==> src/rtl/wash_sequencer_pkg.sv <==
// Shared encodings and elaboration helpers for the washing-machine sequencer.
package wm_pkg;

  typedef enum logic [2:0] {
    PH_IDLE  = 3'd0,
    PH_WASH  = 3'd1,
    PH_RINSE = 3'd2,
    PH_SPIN  = 3'd3,
    PH_DONE  = 3'd4
  } phase_e;

  localparam logic [1:0] MODE_DRY    = 2'd0;
  localparam logic [1:0] MODE_SMALL  = 2'd1;
  localparam logic [1:0] MODE_MEDIUM = 2'd2;
  localparam logic [1:0] MODE_BIG    = 2'd3;

  localparam logic [11:0] BCD_MAX = 12'h999;

  // Integer to 3-digit BCD, clamped to 999; used for parameter durations.
  function automatic logic [11:0] int_to_bcd3(input int v);
    int c;
    c = (v > 999) ? 999 : ((v < 0) ? 0 : v);
    return {4'(c / 100), 4'((c / 10) % 10), 4'(c % 10)};
  endfunction

endpackage

==> src/rtl/wash_sequencer_if.sv <==
// Customer/admin signal bundle of the wash sequencer.
interface wash_sequencer_if;

  logic        start;
  logic [1:0]  mode;
  logic        pause;
  logic        pickup;
  logic [11:0] dy_price;
  logic [11:0] s_price;
  logic [11:0] m_price;
  logic [11:0] b_price;
  logic [11:0] setfine;
  logic [2:0]  phase;
  logic [11:0] remain;
  logic [11:0] charge;
  logic [11:0] profit;
  logic [11:0] runtime;
  logic        busy;
  logic        done_alarm;

  modport master (
    output start, mode, pause, pickup, dy_price, s_price, m_price, b_price, setfine,
    input  phase, remain, charge, profit, runtime, busy, done_alarm
  );

  modport slave (
    input  start, mode, pause, pickup, dy_price, s_price, m_price, b_price, setfine,
    output phase, remain, charge, profit, runtime, busy, done_alarm
  );

endinterface

==> src/rtl/wash_sequencer_bcd3_add_sat.sv <==
// Combinational 3-digit BCD adder; any sum above 999 saturates to 999.
module bcd3_add_sat
  import wm_pkg::*;
(
  input  logic [11:0] a_i,
  input  logic [11:0] b_i,
  output logic [11:0] sum_o
);

  logic [11:0] raw;
  logic        carry;
  logic [4:0]  dig;

  always_comb begin
    raw   = '0;
    carry = 1'b0;
    dig   = '0;
    for (int i = 0; i < 3; i++) begin
      dig = {1'b0, a_i[i*4 +: 4]} + {1'b0, b_i[i*4 +: 4]} + {4'b0000, carry};
      // Decimal adjust: skip the six unused nibble codes.
      if (dig > 5'd9) begin
        dig   = dig + 5'd6;
        carry = 1'b1;
      end else begin
        carry = 1'b0;
      end
      raw[i*4 +: 4] = dig[3:0];
    end
    sum_o = carry ? BCD_MAX : raw;
  end

endmodule

==> src/rtl/wash_sequencer.sv <==
// Washing-machine run-time controller: pricing, phase timing, overtime fine,
// profit and run-time accounting, all in 3-digit BCD.
module wash_sequencer
  import wm_pkg::*;
#(
  parameter int TICK_DIV       = 100000000,
  parameter int WASH_T_S       = 4,
  parameter int WASH_T_M       = 6,
  parameter int WASH_T_B       = 8,
  parameter int RINSE_T        = 3,
  parameter int SPIN_T         = 2,
  parameter int DRY_T          = 3,
  parameter int OVERTIME_LIMIT = 10
) (
  input  logic             clk,
  input  logic             rst,
  wash_sequencer_if.slave  bus
);

  localparam int CNT_W = (TICK_DIV > 1) ? $clog2(TICK_DIV) : 1;
  localparam logic [CNT_W-1:0] CNT_LAST = CNT_W'(TICK_DIV - 1);

  localparam logic [11:0] WASH_S_B = int_to_bcd3(WASH_T_S);
  localparam logic [11:0] WASH_M_B = int_to_bcd3(WASH_T_M);
  localparam logic [11:0] WASH_B_B = int_to_bcd3(WASH_T_B);
  localparam logic [11:0] RINSE_B  = int_to_bcd3(RINSE_T);
  localparam logic [11:0] SPIN_B   = int_to_bcd3(SPIN_T);
  localparam logic [11:0] DRY_B    = int_to_bcd3(DRY_T);
  localparam logic [11:0] OVER_B   = int_to_bcd3(OVERTIME_LIMIT);

  phase_e           phase_q, phase_d;
  logic [11:0]      remain_q, remain_d;
  logic [11:0]      charge_q, charge_d;
  logic [11:0]      profit_q, profit_d;
  logic [11:0]      runtime_q, runtime_d;
  logic [CNT_W-1:0] cnt_q, cnt_d;

  logic             tick, start_ok;
  logic [11:0]      price_sel, wash_sel;
  logic [11:0]      fine_sum, profit_sum, runtime_inc;

  function automatic logic [11:0] bcd_dec(input logic [11:0] v);
    logic [11:0] r;
    r = v;
    if (v[3:0] != 4'd0) begin
      r[3:0] = v[3:0] - 4'd1;
    end else begin
      r[3:0] = 4'd9;
      if (v[7:4] != 4'd0) begin
        r[7:4] = v[7:4] - 4'd1;
      end else begin
        r[7:4]  = 4'd9;
        r[11:8] = v[11:8] - 4'd1;
      end
    end
    return r;
  endfunction

  assign start_ok = bus.start && (phase_q == PH_IDLE);
  assign tick     = (cnt_q == CNT_LAST) && !bus.pause;

  // Prescaler restarts on an accepted start so the first second is a full one.
  always_comb begin
    cnt_d = cnt_q;
    if (start_ok)                cnt_d = '0;
    else if (!bus.pause)         cnt_d = (cnt_q == CNT_LAST) ? '0 : cnt_q + 1'b1;
  end

  always_comb begin
    price_sel = bus.dy_price;
    wash_sel  = DRY_B;
    case (bus.mode)
      MODE_SMALL:  begin price_sel = bus.s_price; wash_sel = WASH_S_B; end
      MODE_MEDIUM: begin price_sel = bus.m_price; wash_sel = WASH_M_B; end
      MODE_BIG:    begin price_sel = bus.b_price; wash_sel = WASH_B_B; end
      default:     begin price_sel = bus.dy_price; wash_sel = DRY_B; end
    endcase
  end

  bcd3_add_sat u_fine    (.a_i(charge_q),  .b_i(bus.setfine), .sum_o(fine_sum));
  bcd3_add_sat u_profit  (.a_i(profit_q),  .b_i(charge_q),    .sum_o(profit_sum));
  bcd3_add_sat u_runtime (.a_i(runtime_q), .b_i(12'h001),     .sum_o(runtime_inc));

  always_comb begin
    phase_d   = phase_q;
    remain_d  = remain_q;
    charge_d  = charge_q;
    profit_d  = profit_q;
    runtime_d = runtime_q;
    case (phase_q)
      PH_IDLE: begin
        if (bus.start) begin
          charge_d = price_sel;
          remain_d = wash_sel;
          phase_d  = (bus.mode == MODE_DRY) ? PH_SPIN : PH_WASH;
        end
      end
      PH_WASH, PH_RINSE, PH_SPIN: begin
        if (tick) begin
          runtime_d = runtime_inc;
          if (remain_q == 12'h001) begin
            if (phase_q == PH_WASH) begin
              phase_d  = PH_RINSE;
              remain_d = RINSE_B;
            end else if (phase_q == PH_RINSE) begin
              phase_d  = PH_SPIN;
              remain_d = SPIN_B;
            end else begin
              phase_d  = PH_DONE;
              remain_d = OVER_B;
            end
          end else begin
            remain_d = bcd_dec(remain_q);
          end
        end
      end
      PH_DONE: begin
        // Pickup takes priority over a coincident tick, so no fine is added.
        if (bus.pickup) begin
          profit_d = profit_sum;
          phase_d  = PH_IDLE;
          remain_d = '0;
        end else if (tick) begin
          if (remain_q != 12'h000) remain_d = bcd_dec(remain_q);
          else                     charge_d = fine_sum;
        end
      end
      default: phase_d = PH_IDLE;
    endcase
  end

  always_ff @(posedge clk or posedge rst) begin
    if (rst) begin
      phase_q   <= PH_IDLE;
      remain_q  <= '0;
      charge_q  <= '0;
      profit_q  <= '0;
      runtime_q <= '0;
      cnt_q     <= '0;
    end else begin
      phase_q   <= phase_d;
      remain_q  <= remain_d;
      charge_q  <= charge_d;
      profit_q  <= profit_d;
      runtime_q <= runtime_d;
      cnt_q     <= cnt_d;
    end
  end

  assign bus.phase      = phase_q;
  assign bus.remain     = remain_q;
  assign bus.charge     = charge_q;
  assign bus.profit     = profit_q;
  assign bus.runtime    = runtime_q;
  assign bus.busy       = (phase_q != PH_IDLE);
  assign bus.done_alarm = (phase_q == PH_DONE);

endmodule
==> src/flat_wrapper.sv <==
// flat-port wrapper written by rule: the top's interface ports become plain ports
module wash_sequencer_flat import wm_pkg::*;
#(
  parameter int TICK_DIV       = 100000000,
  parameter int WASH_T_S       = 4,
  parameter int WASH_T_M       = 6,
  parameter int WASH_T_B       = 8,
  parameter int RINSE_T        = 3,
  parameter int SPIN_T         = 2,
  parameter int DRY_T          = 3,
  parameter int OVERTIME_LIMIT = 10
)
  (clk, rst, bus_start, bus_mode, bus_pause, bus_pickup, bus_dy_price, bus_s_price, bus_m_price, bus_b_price, bus_setfine, bus_phase, bus_remain, bus_charge, bus_profit, bus_runtime, bus_busy, bus_done_alarm);
  wash_sequencer_if bus_i ();
  input  logic clk;
  input  logic rst;
  input wire logic [$bits(bus_i.start)-1:0] bus_start;
  input wire logic [$bits(bus_i.mode)-1:0] bus_mode;
  input wire logic [$bits(bus_i.pause)-1:0] bus_pause;
  input wire logic [$bits(bus_i.pickup)-1:0] bus_pickup;
  input wire logic [$bits(bus_i.dy_price)-1:0] bus_dy_price;
  input wire logic [$bits(bus_i.s_price)-1:0] bus_s_price;
  input wire logic [$bits(bus_i.m_price)-1:0] bus_m_price;
  input wire logic [$bits(bus_i.b_price)-1:0] bus_b_price;
  input wire logic [$bits(bus_i.setfine)-1:0] bus_setfine;
  output wire logic [$bits(bus_i.phase)-1:0] bus_phase;
  output wire logic [$bits(bus_i.remain)-1:0] bus_remain;
  output wire logic [$bits(bus_i.charge)-1:0] bus_charge;
  output wire logic [$bits(bus_i.profit)-1:0] bus_profit;
  output wire logic [$bits(bus_i.runtime)-1:0] bus_runtime;
  output wire logic [$bits(bus_i.busy)-1:0] bus_busy;
  output wire logic [$bits(bus_i.done_alarm)-1:0] bus_done_alarm;
  assign bus_i.start = bus_start;
  assign bus_i.mode = bus_mode;
  assign bus_i.pause = bus_pause;
  assign bus_i.pickup = bus_pickup;
  assign bus_i.dy_price = bus_dy_price;
  assign bus_i.s_price = bus_s_price;
  assign bus_i.m_price = bus_m_price;
  assign bus_i.b_price = bus_b_price;
  assign bus_i.setfine = bus_setfine;
  assign bus_phase = bus_i.phase;
  assign bus_remain = bus_i.remain;
  assign bus_charge = bus_i.charge;
  assign bus_profit = bus_i.profit;
  assign bus_runtime = bus_i.runtime;
  assign bus_busy = bus_i.busy;
  assign bus_done_alarm = bus_i.done_alarm;
  wash_sequencer #(.TICK_DIV(TICK_DIV), .WASH_T_S(WASH_T_S), .WASH_T_M(WASH_T_M), .WASH_T_B(WASH_T_B), .RINSE_T(RINSE_T), .SPIN_T(SPIN_T), .DRY_T(DRY_T), .OVERTIME_LIMIT(OVERTIME_LIMIT)) u_core (.clk(clk), .rst(rst), .bus(bus_i));
endmodule
==> config.mk <==
export PLATFORM = sky130hd
export DESIGN_NAME = wash_sequencer_flat
export DESIGN_NICKNAME = d
export VERILOG_FILES = /design/src/rtl/wash_sequencer_pkg.sv /design/src/rtl/wash_sequencer_if.sv /design/src/rtl/wash_sequencer_bcd3_add_sat.sv /design/src/rtl/wash_sequencer.sv /design/src/flat_wrapper.sv
export SDC_FILE = /design/constraint.sdc
export NUM_CORES = 1
export LEC_CHECK = 0
export BUFFER_PORTS_ARGS = -buffer_cell sky130_fd_sc_hd__buf_2
export CAP_MARGIN = 25
export CORE_MARGIN = 2
export CORE_UTILIZATION = 61
export CTS_CLUSTER_DIAMETER = 60
export CTS_CLUSTER_SIZE = 10
export DETAILED_ROUTE_END_ITERATION = 10
export PLACE_DENSITY = 0.87
export REMOVE_ABC_BUFFERS = 1
export SYNTH_ARGS = -nofsm -noshare
export SYNTH_HDL_FRONTEND = slang
export SYNTH_SLANG_ARGS = --single-unit
==> constraint.sdc <==
create_clock -name clk -period 16.1 [get_ports clk]
set_input_delay 0 -clock clk [delete_from_list [all_inputs] [get_ports clk]]
set_output_delay 0 -clock clk [all_outputs]
set_load 0.02 [all_outputs]
==> results summary <==
Measured against its own limit, the worst slew margin works out to 40.2%. The floorplan has 35 rows. The path class of the tightest hold or removal check is input port to flip-flop. The total power density per cell area came out at around 180 mW/mm². Dividing the detail-routed via count by the number of cells gives 6.11. The full die area is 0.0105 mm². In this run, CTS created clock tree buffers numbering 9. The parity-gate share of the synthesized area counting xor and xnor cells is about 5.8%. The area of the mapped netlist is approximately 0.0059 mm². TritonCTS built the clock tree. The final critical-path required period is 6250 ps. The final net count came out at 908. The maximum fanout along the worst path came out at 9. CTS placed an instance of clkbuf_8 at the clock tree root.

The antenna cell count came out at 0. The post-synthesis area per instance came out at a little under 9 µm². The most frequently used flop master after synthesis is dfrtp_1.

The count of port buffers added during placement came out at about 120. met2 is the most crowded layer. The required time at the endpoint of the critical path is around 16000 ps.

The part of the power in the clock network is 10.9%. Synthesis instantiated 73 different standard cells from the library. The count of final max-slew check failures is 0. The total global routing track utilization came out at 30.0%.

Entering global routing, the biggest net connects 79 pins. The top-area cell type share of the netlist area came out at 33.1%. The number of remaining DRC errors came out at 0. The reported leakage power came out at approximately 3.3 nW. The maximum count of clock buffers along a single path is 2. Once detail routing completed, the nets flagged for antenna violations numbered 0. The met1 routing resource usage after global routing came out at roughly two fifths.

On the final layout, the worst hold slack is 3.21 ps. The sequential group share of total power came out at 25.7%. After synthesis, the largest family of logic cells by area is compound AO/OA/AOI/OAI gates. The via total after detailed routing came out at 5616. Post-CTS repair changed the size of 0 cells. Across the run, the number of max-cap violations was 0. The worst setup path category is flip-flop to flip-flop. The total internal power is about 630 µW. Traced cell by cell, the critical path runs through ha_1 > inv_1 > fa_1 > xor2_1 > ha_1 > nand2_1 > a32o_1 > o21ai_0 > inv_1 > fa_1 > inv_1 > fa_1 > inv_1 > ha_1 > a21boi_0 > o41a_1 > fa_1 > inv_1 > fa_1 > o41ai_2 > a22oi_1. Setup repair after global routing left no endpoint under its margin. The share of the clock period used by the worst path came out at 38.8%. STA classifies the critical path endpoint as a flip-flop. The actual slew at the worst max-slew pin came out at 888 ps. The most frequently used cell type in the post-synthesis netlist is dfrtp_1. The cell count after synthesis came out at a little under 700. Counting the fill cells in the layout gives 725. The core area is a little over 0.009 mm². The net switching power came out at 604 µW. Of the total synthesized cell area, the portion taken by AND, OR, NAND and NOR gates is 19.6%. The die height came out at 102 µm.

The final count of negative-setup-slack endpoints is 0. The placer congestion estimate is 0.909. The combinational share of power came out at between 60% and 70%. The first-pass detailed-route iteration total came out at 5. The post-CTS setup buffer count came out at 0.

The count of non-filler cells in the finished layout came out at 919. The detailed-route wire length is 15100 µm. The HPWL reported at the end of detailed placement came out at 11400 µm. The aggregate global routing overflow came out at 0. The number of H-tree levels came out at 3.

Ranked by total cell area, the synthesized netlist is headed by dfrtp_1, ha_1, nor2_1, a21oi_1, o21ai_0. For this design, the slowest cell found on the critical path is o41ai_2. The number of flip-flops and latches in the synthesized netlist is ~80. The width of the die came out at 102 µm. The worst-case vdd ir drop is 103 µV. The share of the yosys chip area belonging to registers came out at between 30 and 40%.

The final clock skew came out at between 10 and 15 ps. The peak per-stage delay on the critical path came out at 830 ps. The fraction of power spent switching nets is approximately half. The via count of the first global-routing pass came out at 5339. The number of clock sinks came out at approximately 80.

The met2 global-route usage is 49.6%. Global routing consumed, on the met3 layer, 4.10% of the routing resources. The detail-routed net length per standard cell came out at 16.4 µm.

The post-route netlist has 19.9% of its cells at a drive strength greater than 1. The post-synthesis adder-cell area fraction came out at 13.2%. The global-route wire length before repair came out at between 20000 and 30000 µm.

At the worst endpoint, the arrival time is 6430 ps. The run finished with clean final reports. The hold violation total from the final report is 0.

For this design, the CTS-stage hold fixing added 2 buffers. The relative area change from synthesis to final layout came out at 14.9%. Yosys printed 0 warnings. Clock-pin slew was measured on the worst setup and hold paths at 90 ps. Once the floorplan was initialized, standard cells occupied a little over three fifths of the core.

The detailed router's first-iteration violation count came out at 370. The commonest cells after synthesis are dfrtp_1, nor2_1, nand2_1, a21oi_1, inv_1. The post-synthesis async set-or-reset flop share came out at 100%. The number of enable flip-flop cells after synthesis is 0. The setup TNS after final layout is 0 ps. The initial antenna violation count was 0.

120 I/O pins were placed. The compound-gate portion of the synthesized area is 21.8%. Summed over all instances, the cell type with the most area after synthesis is dfrtp_1. The portion of synthesized area spent on multiplexers is under 10%. The clock network latency to the later pin of the worst-skew pair came out at 360 ps. The worst setup path is launched from a flip-flop. The count of placed standard cells including taps is 900. Static timing analysis puts the maximum clock frequency at between 150 and 200 MHz.
## metrics by stage
stage,worst slack [ps],power [mW],util (%),cell area (µm²)
final,9850,1.23,72.6,6770
after global routing,9360,1.33,72.6,6770
after CTS,9880,1.22,72.3,6750
after detailed placement,9920,1.08,70.2,6550
after global placement,10260,1.04,70.2,6550
after floorplan,10520,0.882,-,5780
## sequential cells by signal, summed over array words and instances, names as in the netlist
register            cells
u_core.cnt_q           27
u_core.bus.runtime     12
u_core.bus.charge      12
u_core.bus.phase        3
u_core.bus.profit      12
u_core.bus.remain      12
## cells in the final DEF, fill, tap and decap left out, drive strengths merged, types with 15 or more instances in the layout
master / count
ha: 46
buf: 122
nor2: 75
nor3: 15
o21ai: 43
xnor2: 23
nand2: 53
dfrtp: 78
inv: 47
a21oi: 49
xor2: 16
## power groups by stage
stage,logic (mW),clock network (mW),registers [mW]
floorplan,0.528,0,0.353
global placement,0.722,0,0.315
detailed placement,0.766,0,0.318
CTS,0.772,0.134,0.315
global route,0.866,0.144,0.325
finish,0.780,0.134,0.317
## layout make-up
cell class	instances	area [µm²]	area share, %
Clock buffer	10	138	2.03
Sequential cell	78	1950	28.8
Clock inverter	6	37.5	0.554
Tap cell	129	161	2.38
Multi-Input combinational cell	525	3650	53.9
Timing Repair Buffer	124	658	9.72
Inverter	47	176	2.60
## worst max-delay path, delay by kind of cell (launching register included)
family	cells	cell delay (ps)
xor+xnor	1	360
simple gates	1	60
fa+ha+maj	8	2670
compound gates	6	2100
flops	1	410
buf+inv	5	470
## cell families after synthesis
kind of cell             count (synthesis)
buffers and inverters                   75
flip-flops                              78
AO/OA/AOI/OAI                          188
adder cells (fa/ha/maj)                 56
XOR/XNOR                                39
multiplexers                             9
AND/OR/NAND/NOR                        233
## metal layers
| layer | vias up | wire length (µm) |
|---|---|---|
| li1 | 2670 | - |
| met1 | 2687 | 6680 |
| met2 | 234 | 7220 |
| met3 | 25 | 897 |
| met4 | 0 | 267 |
| met5 | - | 0 |
## path summary, 6_finish.rpt
kind,cells past startpoint,to,from,slack [ps]
worst max-delay path,21,u_core.bus.profit[4]$_DFFE_PP0P_,u_core.bus.charge[0]$_DFFE_PP0P_,9850
worst min-delay path,3,u_core.cnt_q[0]$_DFFE_PP0P_,bus_pause,3
worst max register to register,21,u_core.bus.profit[4]$_DFFE_PP0P_,u_core.bus.charge[0]$_DFFE_PP0P_,9850
worst min register to register,1,u_core.bus.profit[11]$_DFFE_PP0P_,u_core.bus.profit[11]$_DFFE_PP0P_,530
max in group asynchronous,5,u_core.cnt_q[17]$_DFFE_PP0P_,rst,15270
min in group asynchronous,4,u_core.bus.profit[5]$_DFFE_PP0P_,rst,250
Power figures use the tool's default switching activity.
